===== config.mk =====
export PLATFORM = sky130hd
export DESIGN_NAME = ps2_rx_fifo
export DESIGN_NICKNAME = d
export VERILOG_FILES = /design/src/rtl/ps2_rx_fifo.sv
export SDC_FILE = /design/constraint.sdc
export NUM_CORES = 1
export LEC_CHECK = 0
export CAP_MARGIN = 20
export CELL_PAD_IN_SITES_DETAIL_PLACEMENT = 1
export CELL_PAD_IN_SITES_GLOBAL_PLACEMENT = 2
export CORE_MARGIN = 5
export CORE_UTILIZATION = 40
export DETAILED_ROUTE_END_ITERATION = 16
export PLACE_DENSITY = 0.79
export RECOVER_POWER = 50
export SLEW_MARGIN = 25
export SYNTH_ARGS = -nofsm -noshare
export SYNTH_HDL_FRONTEND = slang
export SYNTH_SLANG_ARGS = --single-unit

===== constraint.sdc =====
create_clock -name clk -period 2.27 [get_ports clk]
set_clock_uncertainty 0.05 [all_clocks]
set_input_delay 0.681 -clock clk [delete_from_list [all_inputs] [get_ports clk]]
set_output_delay 0.681 -clock clk [all_outputs]
set_load 0.02 [all_outputs]

===== src/rtl/ps2_rx_fifo.sv =====
// PS/2 receiver: synchroniser, glitch filter, frame FSM and first-word-fall-through scancode FIFO.
// Define PS2_RX_PREFIX_DECODE_EN to fold 0xE0/0xF0 prefixes into is_ext/is_brk flags.
module ps2_rx_fifo #(
  parameter int FILTER_LEN  = 19,
  parameter int TIMEOUT_CYC = 100000,
  parameter int FIFO_DEPTH  = 8
) (
  input  logic       clk,
  input  logic       rst_n,
  input  logic       ps2_clk,
  input  logic       ps2_data,
  output logic [7:0] code,
  output logic       is_ext,
  output logic       is_brk,
  output logic       valid,
  input  logic       ready,
  output logic       frame_err,
  output logic       overflow
);

  localparam int AW = $clog2(FIFO_DEPTH);
  localparam int TW = $clog2(TIMEOUT_CYC + 1);
`ifdef PS2_RX_PREFIX_DECODE_EN
  localparam int EW = 10;
`else
  localparam int EW = 8;
`endif
  localparam logic [AW:0] PTR_ONE = (AW + 1)'(1);

  typedef enum logic [1:0] {IDLE, DATA, PARITY, STOP} state_t;

  // Input conditioning: bit 0 is the clock line, bit 1 the data line
  logic [1:0]      sync1, sync2, filt;
  logic [1:0][7:0] fcnt;
  logic            filt_clk_d;
  logic            fall_p0;
  logic            smp_p0;

  always_ff @(posedge clk or negedge rst_n) begin
    if (!rst_n) begin
      sync1      <= 2'b11;
      sync2      <= 2'b11;
      filt       <= 2'b11;
      fcnt       <= '0;
      filt_clk_d <= 1'b1;
      fall_p0    <= 1'b0;
    end else begin
      sync1      <= {ps2_data, ps2_clk};
      sync2      <= sync1;
      for (int i = 0; i < 2; i++) begin
        if (sync2[i] == filt[i]) begin
          fcnt[i] <= '0;
        end else if (fcnt[i] == 8'(FILTER_LEN - 1)) begin
          filt[i] <= sync2[i];
          fcnt[i] <= '0;
        end else begin
          fcnt[i] <= fcnt[i] + 8'd1;
        end
      end
      filt_clk_d <= filt[0];
      fall_p0    <= filt_clk_d & ~filt[0];
    end
  end

  assign smp_p0 = filt[1];

  // Frame FSM: consumes fall_p0/smp_p0, produces accepted byte in stage p1
  state_t        state_q, state_d;
  logic [2:0]    bcnt_q, bcnt_d;
  logic [7:0]    sh_q, sh_d;
  logic          par_q, par_d;
  logic [TW-1:0] tmo_q, tmo_d;
  logic          err_d, acc_d;
  logic          acc_vld_p1;
  logic [7:0]    acc_byte_p1;

  always_comb begin
    state_d = state_q;
    bcnt_d  = bcnt_q;
    sh_d    = sh_q;
    par_d   = par_q;
    tmo_d   = (state_q == IDLE) ? '0 : tmo_q + TW'(1);
    err_d   = 1'b0;
    acc_d   = 1'b0;
    if (fall_p0) begin
      tmo_d = '0;
      case (state_q)
        IDLE: begin
          if (!smp_p0) begin
            state_d = DATA;
            bcnt_d  = 3'd0;
          end else begin
            err_d = 1'b1;
          end
        end
        DATA: begin
          sh_d   = {smp_p0, sh_q[7:1]};
          bcnt_d = bcnt_q + 3'd1;
          if (bcnt_q == 3'd7) state_d = PARITY;
        end
        PARITY: begin
          par_d   = smp_p0;
          state_d = STOP;
        end
        default: begin
          state_d = IDLE;
          if (smp_p0 && (^{sh_q, par_q})) acc_d = 1'b1;
          else err_d = 1'b1;
        end
      endcase
    end else if (state_q != IDLE && tmo_q == TW'(TIMEOUT_CYC - 1)) begin
      state_d = IDLE;
      tmo_d   = '0;
      err_d   = 1'b1;
    end
  end

  always_ff @(posedge clk or negedge rst_n) begin
    if (!rst_n) begin
      state_q    <= IDLE;
      bcnt_q     <= '0;
      par_q      <= 1'b0;
      tmo_q      <= '0;
      frame_err  <= 1'b0;
      acc_vld_p1 <= 1'b0;
    end else begin
      state_q    <= state_d;
      bcnt_q     <= bcnt_d;
      par_q      <= par_d;
      tmo_q      <= tmo_d;
      frame_err  <= err_d;
      acc_vld_p1 <= acc_d;
    end
  end

  always_ff @(posedge clk) begin
    sh_q        <= sh_d;
    acc_byte_p1 <= sh_q;
  end

  // Stage p2: prefix folding and FIFO write
  logic          push_en;
  logic [EW-1:0] push_word;

`ifdef PS2_RX_PREFIX_DECODE_EN
  logic pend_ext, pend_brk;
  logic is_prefix;

  assign is_prefix = (acc_byte_p1 == 8'hE0) || (acc_byte_p1 == 8'hF0);
  assign push_en   = acc_vld_p1 && !is_prefix;
  assign push_word = {pend_ext, pend_brk, acc_byte_p1};

  always_ff @(posedge clk or negedge rst_n) begin
    if (!rst_n) begin
      pend_ext <= 1'b0;
      pend_brk <= 1'b0;
    end else if (frame_err) begin
      pend_ext <= 1'b0;
      pend_brk <= 1'b0;
    end else if (acc_vld_p1) begin
      if (acc_byte_p1 == 8'hE0) begin
        pend_ext <= 1'b1;
      end else if (acc_byte_p1 == 8'hF0) begin
        pend_brk <= 1'b1;
      end else begin
        pend_ext <= 1'b0;
        pend_brk <= 1'b0;
      end
    end
  end
`else
  assign push_en   = acc_vld_p1;
  assign push_word = acc_byte_p1;
`endif

  logic [EW-1:0] mem [FIFO_DEPTH];
  logic [AW:0]   wr_ptr, rd_ptr;
  logic          full, pop, do_push;
  logic [EW-1:0] head;

  assign valid   = (wr_ptr != rd_ptr);
  assign full    = (wr_ptr[AW] != rd_ptr[AW]) && (wr_ptr[AW-1:0] == rd_ptr[AW-1:0]);
  assign pop     = valid && ready;
  assign do_push = push_en && (!full || pop);

  always_ff @(posedge clk or negedge rst_n) begin
    if (!rst_n) begin
      wr_ptr   <= '0;
      rd_ptr   <= '0;
      overflow <= 1'b0;
    end else begin
      if (do_push) wr_ptr <= wr_ptr + PTR_ONE;
      if (pop)     rd_ptr <= rd_ptr + PTR_ONE;
      overflow <= push_en && full && !pop;
    end
  end

  always_ff @(posedge clk) begin
    if (do_push) mem[wr_ptr[AW-1:0]] <= push_word;
  end

  // Head is gated so outputs read 0 whenever the FIFO is empty, including in reset
  assign head = valid ? mem[rd_ptr[AW-1:0]] : '0;
  assign code = head[7:0];
`ifdef PS2_RX_PREFIX_DECODE_EN
  assign is_ext = head[9];
  assign is_brk = head[8];
`else
  assign is_ext = 1'b0;
  assign is_brk = 1'b0;
`endif

endmodule


# --- After elaboration in Yosys (flattened, before gate mapping) ---
# Memory sizes are Yosys's and may differ from the RTL's.
# Cells that the tools add are included.
classes:
  addsub: 6
  multipliers: 0
  n_div: 0
  order_cmp: 0
  n_eq_ne: 14
  n_shift: 0
  muxes: 25
  n_bitwise: 4
  reduce_logical: 23
ops:
  columns: ["op", "n"]
  rows:
  - ["17-bit 2-to-1 mux", 3]
  - ["8-bit 2-to-1 mux", 5]
  - ["17-bit by 1-bit adder with 17-bit output (second input constant)", 1]
  - ["17-bit == test (second input constant)", 1]
  - ["8-bit by 1-bit adder with 8-bit output (second input constant)", 2]
  - ["8-bit by 5-bit == test with 1-bit output (second input constant)", 2]
  - ["1-bit 2-to-1 mux", 9]
  - ["9-bit XOR reduction", 1]
  - ["4-bit by 1-bit adder with 4-bit output (second input constant)", 2]
  - ["2-bit 2-to-1 mux", 4]
  - ["2-bit AND reduction", 4]
  - ["1-bit logical AND", 7]
  - ["3-bit != test (second input constant)", 2]
  - ["2-bit case mux with 3 select lines", 1]
  - ["3-bit case mux with 2 select lines", 1]
  - ["3-bit AND reduction", 2]
  - ["2-bit nonzero test", 3]
  - ["4-bit != test", 1]
  - ["3-bit by 1-bit adder with 3-bit output (second input constant)", 1]
  - ["3-bit == test", 1]
  - ["3-bit == test (second input constant)", 1]
  - ["3-bit 2-to-1 mux", 1]
  - ["1-bit NOT", 3]
  - ["3-bit OR reduction", 1]
  - ["11 further kinds", 13]
totals:
  regBits: 74
  latch_bits: 0
  mem_bits_rw: 64
  mem_bits_ro: 0
  input_bits: 5
  word_cells: 92
  memories: 1
memory_table:
  columns: ["name", "words", "word_bits", "rd", "rd_clocked_by_memory_dff", "wr", "line", "rtl"]
  rows:
  - ["mem", 8, 8, 1, 0, 1, "176", "logic [EW-1:0] mem [FIFO_DEPTH];"]

# --- Longest topological paths before layout ---
# Gate-level depths: netlist of the first run.
logic_depth:
  ltp_word: 7
  mapped_depth: 8

# --- Worst setup path before layout of the first run ---
# Ideal clock, no wire load.
synth_timing:
  kind: "register -> register"
  start: "register rd_ptr[0]"
  end: "memory mem[1][0], enable pin"
  arrival_time_ps: 1986
  slack_ps: -164
  path_stages_with_launch: 6
  synth_period_minus_slack_ps: 2434
  cell_sequence: "dfrtp_1 buf_4 xnor2_1 nand3_1 o21ai_2 nor4b_1"
synth_between:
  elab_chain_len: 7
  elab_cells_between_ends: 9
synth_rtl:
  columns: ["element", "line", "rtl"]
  rows:
  - ["start: declaration", "177", "logic [AW:0] wr_ptr, rd_ptr;"]
  - ["start signal: assignment", "193", "if (pop) rd_ptr <= rd_ptr + PTR_ONE;"]
  - ["3-bit == test", "182", "assign full = (wr_ptr[AW] != rd_ptr[AW]) && (wr_ptr[AW-1:0] == rd_ptr[AW-1:0]);"]
  - ["1-bit logical AND", "182", null]
  - ["1-bit zero test", "184", "assign do_push = push_en && (!full || pop);"]
  - ["1-bit logical OR *", "184", null]
  - ["1-bit logical AND *", "184", null]
  - ["1-bit 2-to-1 mux *", "199", "if (do_push) mem[wr_ptr[AW-1:0]] <= push_word;"]
  - ["1-bit 2-to-1 mux (implied by the code) *", "199", null]
  - ["end: declaration", "176", null]
# Mark *: on every way between the ends. The rest lies on a longest branch, timed or not.

# --- Final worst setup path of the first run ---
layout_timing:
  start: "register rd_ptr[0]"
  end: "output port code[5]"
layout_between:
  elab_chain_len: 2
  elab_cells_between_ends: 3
layout_rtl:
  columns: ["element", "line", "rtl"]
  rows:
  - ["memory 8 x 8 bit or 4-bit != test (tied branches)", null, null]
  - ["8-bit 2-to-1 mux *", "203", "assign head = valid ? mem[rd_ptr[AW-1:0]] : '0;"]
  - ["end: declaration", "12", "output logic [7:0] code,"]
# Marks and branches as above.

==> impl_metrics.json, run 1 <==
{
  "synthAdderAreaFrac": 0.02810,
  "grt_pass1_wl_um": 18750,
  "cp.required_ns": 1.54,
  "tightest_slew_ns": 1.436,
  "synth_seq_cells": 138,
  "die_h_um": 130.3,
  "cts.sinks": 138,
  "max_freq_mhz": 370.4,
  "yosysTopAreaCell": "edfxtp_1",
  "antenna_found_initial": 0,
  "pwr-share-seq": 0.482,
  "failed_checks": "negative setup slack",
  "wl_um": 11350,
  "area_growth_pct": 20.27,
  "clkTransAtPathRegs_ns": 0.06,
  "critical_path_buf_inv_count": 3,
  "mostFrequentLayoutCell": "edfxtp_1",
  "synth_cell_types": 49,
  "slowest_delay_ns": 0.49,
  "fin_nets": 465,
  "path_common_cell": "buf_12",
  "viasPerCell": 5.151,
  "synth-simple-area-share": 0.1132,
  "post_drt_wl_per_cell_um": 17.62,
  "grt_pass1_vias": 3593,
  "swShare": 0.2007,
  "fin_setup_tns_ns": -3.429,
  "drv_slew": 0,
  "synthXorXnorAreaFrac": 0.06527,
  "ys_seq_area_frac": 0.6533,
  "synthesis.area_um2": 5789,
  "gr-total-overflow": 0,
  "initial_utilization": 0.4029,
  "intPower_mw": 4.385,
  "p_leak_nw": 2.597,
  "finalPower_mw": 5.486,
  "antenna_cells": 0,
  "synth_compound_area_frac": 0.02788,
  "ir_drop_mv": 0.5064,
  "htree_levels": 4,
  "synth_ff_type": "edfxtp_1",
  "hold_class": "reg2reg",
  "cts_buffer_depth": 2,
  "cts-root-buf": "clkbuf_16",
  "dp_hpwl_um": 7233,
  "syn_inst": 400,
  "arrival_ns": 1.97,
  "portBuffers": 15,
  "cap_violations": 0,
  "final.period_utilization": 1.189,
  "dieArea_um2": 16980,
  "drc_errors": 0,
  "io_pins": 18,
  "die_x_um": 130.3,
  "ant_nets": 0,
  "rsz0062_at_grt": "true",
  "postSynthAreaPerCell_um2": 14.47,
  "status": "finished, violations left",
  "power_per_cell_area_nw_per_um2": 787.9,
  "crit_path_start_kind": "register",
  "pwr-share-comb": 0.010,
  "path_max_fanout": 5,
  "p_sw_mw": 1.101,
  "mostFrequentLayoutCells": "edfxtp_1 (72), dfrtp_1 (50), nor2_1 (39)",
  "setup_viol_count_final": 9,
  "gr-max-usage-layer": "met2",
  "vias": 3317,
  "synthArstFlopShare": 0.4203,
  "finalWorstSetupSlack_ns": -0.4296,
  "drt_first_pass_iters": 4,
  "cts_buffers": 17,
  "clock_latency_ns": 0.43,
  "end_kind": "primary output",
  "grt_usage": 0.1484,
  "use_met1": 0.1689,
  "timing.hold.ws_ns": 0.3058,
  "muxShareOfSynthArea": 0.08926,
  "synthDominantCellAreaShare": 0.3735,
  "cp_slowest_cell": "mux4_2",
  "rows": 44,
  "detailedRoute.firstIterationViolations": 169,
  "grt_max_degree": 59,
  "num-fill-cells": 1422,
  "cts_tree": "done",
  "yosys-top-cells-area": "edfxtp_1 (37%), dfrtp_1 (22%), mux4_2 (6.2%)",
  "use_met3": 0.04052,
  "critPathTopFamily": "multiplexers",
  "synth_edf_count": 72,
  "synth_top_family_by_area": "simple AND/OR/NAND/NOR gates",
  "synth_warnings": 0,
  "critical_path_class": "reg2out",
  "gr-usage-met2": 0.2607,
  "cts_hold_buf": 0,
  "drive_above_1_share": 0.2370,
  "cp_cell_sequence": "buf_12, buf_12, mux4_2, mux2i_1, nor2_1, buf_4",
  "fin_crit_ns": 2.700,
  "core_um2": 14370,
  "hold_violations": 0,
  "relSlewSlack": 0.04282,
  "globalplace.congestion": 0.7557,
  "clock_power_share": 0.508
}
==> what timing repair did <==
| action | 4_1_cts | 5_1_grt |
|---|---|---|
| buffers inserted | 4 | 0 |
| cloned | 2 | 0 |
| pin swaps | 0 | 1 |
| gates resized for setup | 44 | 5 |
| endpoints found under the setup margin | 9 | 40 |
==> cells by family (layout without fill, tap and decap cells) <==
| family | count (synthesis) | count (layout) |
|---|---|---|
| other cells | 1 | 2 |
| buf+inv | 28 | 87 |
| flops | 138 | 138 |
| fa+ha+maj | 13 | 13 |
| compound gates | 24 | 24 |
| simple gates | 125 | 125 |
| mux | 31 | 31 |
| xor+xnor | 40 | 40 |
==> through the flow <==
step | instance area [um2] | worst slack, ns | instances | utilization
3_5_place_dp | 6321 | -0.3399 | 607 | 0.4399
5_1_grt | 6963 | -0.5324 | 644 | 0.4846
6_report | 6963 | -0.4296 | 644 | 0.4846
4_1_cts | 6985 | -0.4437 | 645 | 0.4862
2_1_floorplan | 5799 | -0.1400 | 401 | -
3_3_place_gp | 6321 | -0.3343 | 607 | 0.4399
==> flip-flops by register name (all words and copies together), names as in the netlist, 3 cells and up <==
register	cells
acc_byte_p1	8
bcnt_q	3
mem	64
rd_ptr	4
wr_ptr	4
tmo_q	17
sh_q	8
fcnt	16
==> cell usage after synthesis, drive strengths merged (3+ instances only) <==
master and instances:
ha 13, dfrtp 51, xnor2 18, nor4b 6, or3 4, dfstp 7, mux2i 10, mux2 5
nor3 4, o21ai 6, buf 11, nor4bb 3, clkbuf 7, mux4 16, nand4 7, xor2 20
nand3 21, inv 10, nor2 40, nand2 17, a21oi 6, and3 9, nor2b 4, dfxtp 8
edfxtp 72
==> worst register-to-register path, cell delays in order (launching register included) <==
cell and delay (ns):
dfrtp_2 0.46, buf_4 0.18, xnor2_2 0.13, nand3_2 0.11, buf_4 0.14, o21ai_2 0.07
buf_4 0.17, nor4b_1 0.26, buf_4 0.26
==> power by group through the flow <==
| stage | combinational [mW] | sequential (mW) | clock, mW |
|---|---|---|---|
| after floorplan | 0.0266 | 2.69 | 0 |
| after global placement | 0.0616 | 2.69 | 0 |
| after detailed placement | 0.0627 | 2.69 | 0 |
| after CTS | 0.0632 | 2.64 | 2.84 |
| after global routing | 0.0667 | 2.65 | 2.96 |
| final | 0.0562 | 2.64 | 2.78 |
==> routing by layer <==
| metal | up-vias | share of wire |
|---|---|---|
| met5 | - | 0 |
| met4 | 0 | 0.020 |
| met3 | 21 | 0.031 |
| met2 | 46 | 0.53 |
| met1 | 1691 | 0.42 |
| li1 | 1559 | - |
==> final timing paths <==
check | startpoint | to | slack, ns | depth (start not counted)
hold reg to reg | sync1[1]$_DFF_PN1_ | sync2[1]$_DFF_PN1_ | 0.31 | 0
hold / removal | sync1[1]$_DFF_PN1_ | sync2[1]$_DFF_PN1_ | 0.31 | 0
max in group asynchronous | rst_n | rd_ptr[0]$_DFFE_PN0P_ | 0.58 | 2
setup reg to reg | rd_ptr[0]$_DFFE_PN0P_ | mem[2][3]$_DFFE_PP_ | 0.15 | 8
min in group asynchronous | rst_n | fcnt[7]$_DFF_PN0_ | 0.63 | 2
setup / recovery | rd_ptr[0]$_DFFE_PN0P_ | code[5] | -0.43 | 6
==> final cells by class <==
cell class	count	area [um2]	share of cell area
multi-input combinational	235	1911	0.2744
tap	184	230.2	0.03306
inverter	10	37.54	0.005391
sequential	138	3784	0.5434
clock inverter	10	115.1	0.01653
timing repair buffer	45	400.4	0.05750
clock buffer	22	485.5	0.06972
No activity file was read; power rests on OpenSTA's default activity.
==> run 2: changes to the inputs <==
Settings changed: ABC_AREA set to 1, CAP_MARGIN 20 to not set, CORE_UTILIZATION 40 to 36, PLACE_DENSITY 0.79 to 0.83.
==> run 2 against run 1 <==
  * The flow still finishes with violations (negative setup slack)
  * Worst setup slack improved by 0.15 ns
  * Register-to-register slack improved by 0.08 ns
  * Synthesized area is 5.2% higher
  * Routed wire length is 17% higher
==> impl_metrics.json, run 2 <==
{
  "status": "finished, violations left",
  "failed_checks": "negative setup slack",
  "cp.required_ns": 1.54,
  "stdcell_count": 882,
  "final_util": 0.4511,
  "finalWorstSetupSlack_ns": -0.2787,
  "core_um2": 16580,
  "drc_errors": 0,
  "grt_max_degree": 52,
  "vias": 4194,
  "max_freq_mhz": 392.4,
  "antenna_cells": 0,
  "clock_latency_ns": 0.42,
  "multiInputGateArea_um2": 2121,
  "power_per_cell_area_nw_per_um2": 1033,
  "clkTransAtPathRegs_ns": 0.06,
  "cts_buffers": 17,
  "cts_tree": "done",
  "regArea_um2": 3784,
  "globalplace.congestion": 0.7597,
  "finalPower_mw": 7.726,
  "post_drt_wl_per_cell_um": 15.11,
  "htree_levels": 4,
  "arrival_ns": 1.82,
  "synthArstFlopShare": 0.4203,
  "rows": 47,
  "drv_slew": 0,
  "area_growth_pct": 22.85,
  "dieArea_um2": 19620,
  "ant_nets": 0,
  "dp_hpwl_um": 8893,
  "synth_seq_cells": 138,
  "fin_nets": 667,
  "setup_viol_count_final": 9,
  "detailedRoute.firstIterationViolations": 198,
  "reg2reg_depth": 9,
  "num-fill-cells": 1881,
  "tightest_slew_ns": 1.291,
  "mostFrequentLayoutCells": "nor2_1 (99), nand2_1 (93), edfxtp_1 (72)",
  "synth.most_common_cell": "nor2_1",
  "post-place-cells": 847,
  "cap_violations": 0,
  "reg2reg_slack_ns": 0.23,
  "io_pins": 18,
  "synthTopCellsByCount": "nor2_1 (105), nand2_1 (93), edfxtp_1 (72)",
  "viasPerCell": 4.755,
  "yosysTopAreaCell": "edfxtp_1",
  "drt_first_pass_iters": 4,
  "ys_seq_area_frac": 0.6211,
  "p_leak_nw": 3.001,
  "rsz0062_at_grt": "true",
  "reg2reg_from": "rd_ptr[0]$_DFFE_PN0P_",
  "critical_path_class": "reg2out",
  "drive_above_1_share": 0.1722,
  "portBuffers": 15,
  "ir_drop_mv": 0.5776,
  "synth_warnings": 0,
  "fin_setup_tns_ns": -2.234,
  "die_h_um": 140.1,
  "fin_crit_ns": 2.549,
  "crit_path_start_kind": "register",
  "final.period_utilization": 1.123,
  "largest_register_ff_count": 64,
  "cts.sinks": 138,
  "synth_cell_types": 35,
  "antenna_found_initial": 0,
  "syn_inst": 596,
  "synth_edf_count": 72,
  "cts-root-buf": "clkbuf_16",
  "mostFrequentLayoutCell": "nor2_1",
  "path_max_fanout": 7,
  "hold_violations": 0,
  "synthesis.area_um2": 6090,
  "synthDominantCellAreaShare": 0.3550,
  "postSynthAreaPerCell_um2": 10.22,
  "wl_um": 13330,
  "hold_class": "in2async",
  "yosys-top-cells-area": "edfxtp_1 (36%), dfrtp_1 (21%), nor2_1 (6.5%)",
  "relSlewSlack": 0.1392,
  "worstReg2RegEnd": "mem[5][2]$_DFFE_PP_",
  "initial_utilization": 0.3672,
  "grt_pass1_vias": 4563,
  "end_kind": "primary output",
  "die_x_um": 140.1,
  "gr-total-overflow": 0,
  "grt_usage": 0.1405,
  "synth_ff_type": "edfxtp_1",
  "timing.hold.ws_ns": 0.1148,
  "grt_pass1_wl_um": 21880,
  "cts_buffer_depth": 2
}
## run 2: cell types whose count changed in the layout (fill, tap and decap cells not counted), sizes merged, moves of 5 or more
cell,before,now
nand2,17,94
nor2,40,109
inv,11,70
o21ai,6,48
mux4,16,0
nand3,21,35
nor3,4,15
xnor2,18,7
and3,9,0
nor4b,6,0
o22ai,2,8
mux2,5,0
## run 2: power by group
part           internal (mW)  switching [mW]  leakage (nW)  total, mW
logic                  0.946            1.17          1.27       2.12
registers               2.67          0.0690          1.44       2.74
clock network           1.75            1.12         0.294       2.87
## run 2: per-layer routing
| metal | wire length [um] | vias up | part of all wire | track usage |
|---|---|---|---|---|
| met5 | 0 | - | 0 | 0 |
| met4 | 223 | 0 | 0.017 | 0.04488 |
| met3 | 344 | 16 | 0.026 | 0.03885 |
| met2 | 7119 | 38 | 0.53 | 0.2591 |
| met1 | 5641 | 2058 | 0.42 | 0.1568 |
| li1 | - | 2082 | - | - |
## run 2: worst max-delay path, cell delays in order, from the launching register on
cell     delay, ns
dfrtp_2       0.50
buf_12        0.18
o21ai_0       0.26
o22ai_2       0.15
nor2_1        0.10
nor2_1        0.05
buf_4         0.15
## run 2: how the worst max path moves through the flow
stage	slack (ns)	to	start
2_1_floorplan	0.14	code[0]	wr_ptr[2]$_DFFE_PN0P_
3_3_place_gp	-0.18	code[1]	rd_ptr[0]$_DFFE_PN0P_
3_5_place_dp	-0.23	code[1]	rd_ptr[0]$_DFFE_PN0P_
4_1_cts	-0.24	code[3]	rd_ptr[0]$_DFFE_PN0P_
5_1_grt	-0.37	code[6]	rd_ptr[0]$_DFFE_PN0P_
6_report	-0.28	code[6]	rd_ptr[0]$_DFFE_PN0P_
## run 2: kinds of logic after synthesis
family,share of synthesized area
compound gates,0.05815
xor+xnor,0.03452
fa+ha+maj,0.02671
buf+inv,0.05568
flops,0.6211
mux,0.01315
other cells,0.0006158
simple gates,0.1901
## run 2: timing repair
item	CTS	global route
setup buffers	0	0
pin swaps	10	5
gates cloned	2	1
endpoints found under the setup margin	9	9
gates resized for setup	74	27
hold buffers	0	0
## run 2: area by class of cell
type / instances / area share
Inverter: 64 / 0.03211
Sequential cell: 138 / 0.5058
Tap cell: 220 / 0.03680
Clock inverter: 14 / 0.02442
Timing Repair Buffer: 48 / 0.06004
Clock buffer: 18 / 0.05737
Multi-Input combinational cell: 380 / 0.2835
## run 2: through the flow
stage | worst slack [ns] | cell area, um2
final | -0.2787 | 7481
after global routing | -0.3718 | 7481
after CTS | -0.2362 | 7386
after detailed placement | -0.2295 | 6685
after global placement | -0.1844 | 6685
after floorplan | 0.1431 | 6093
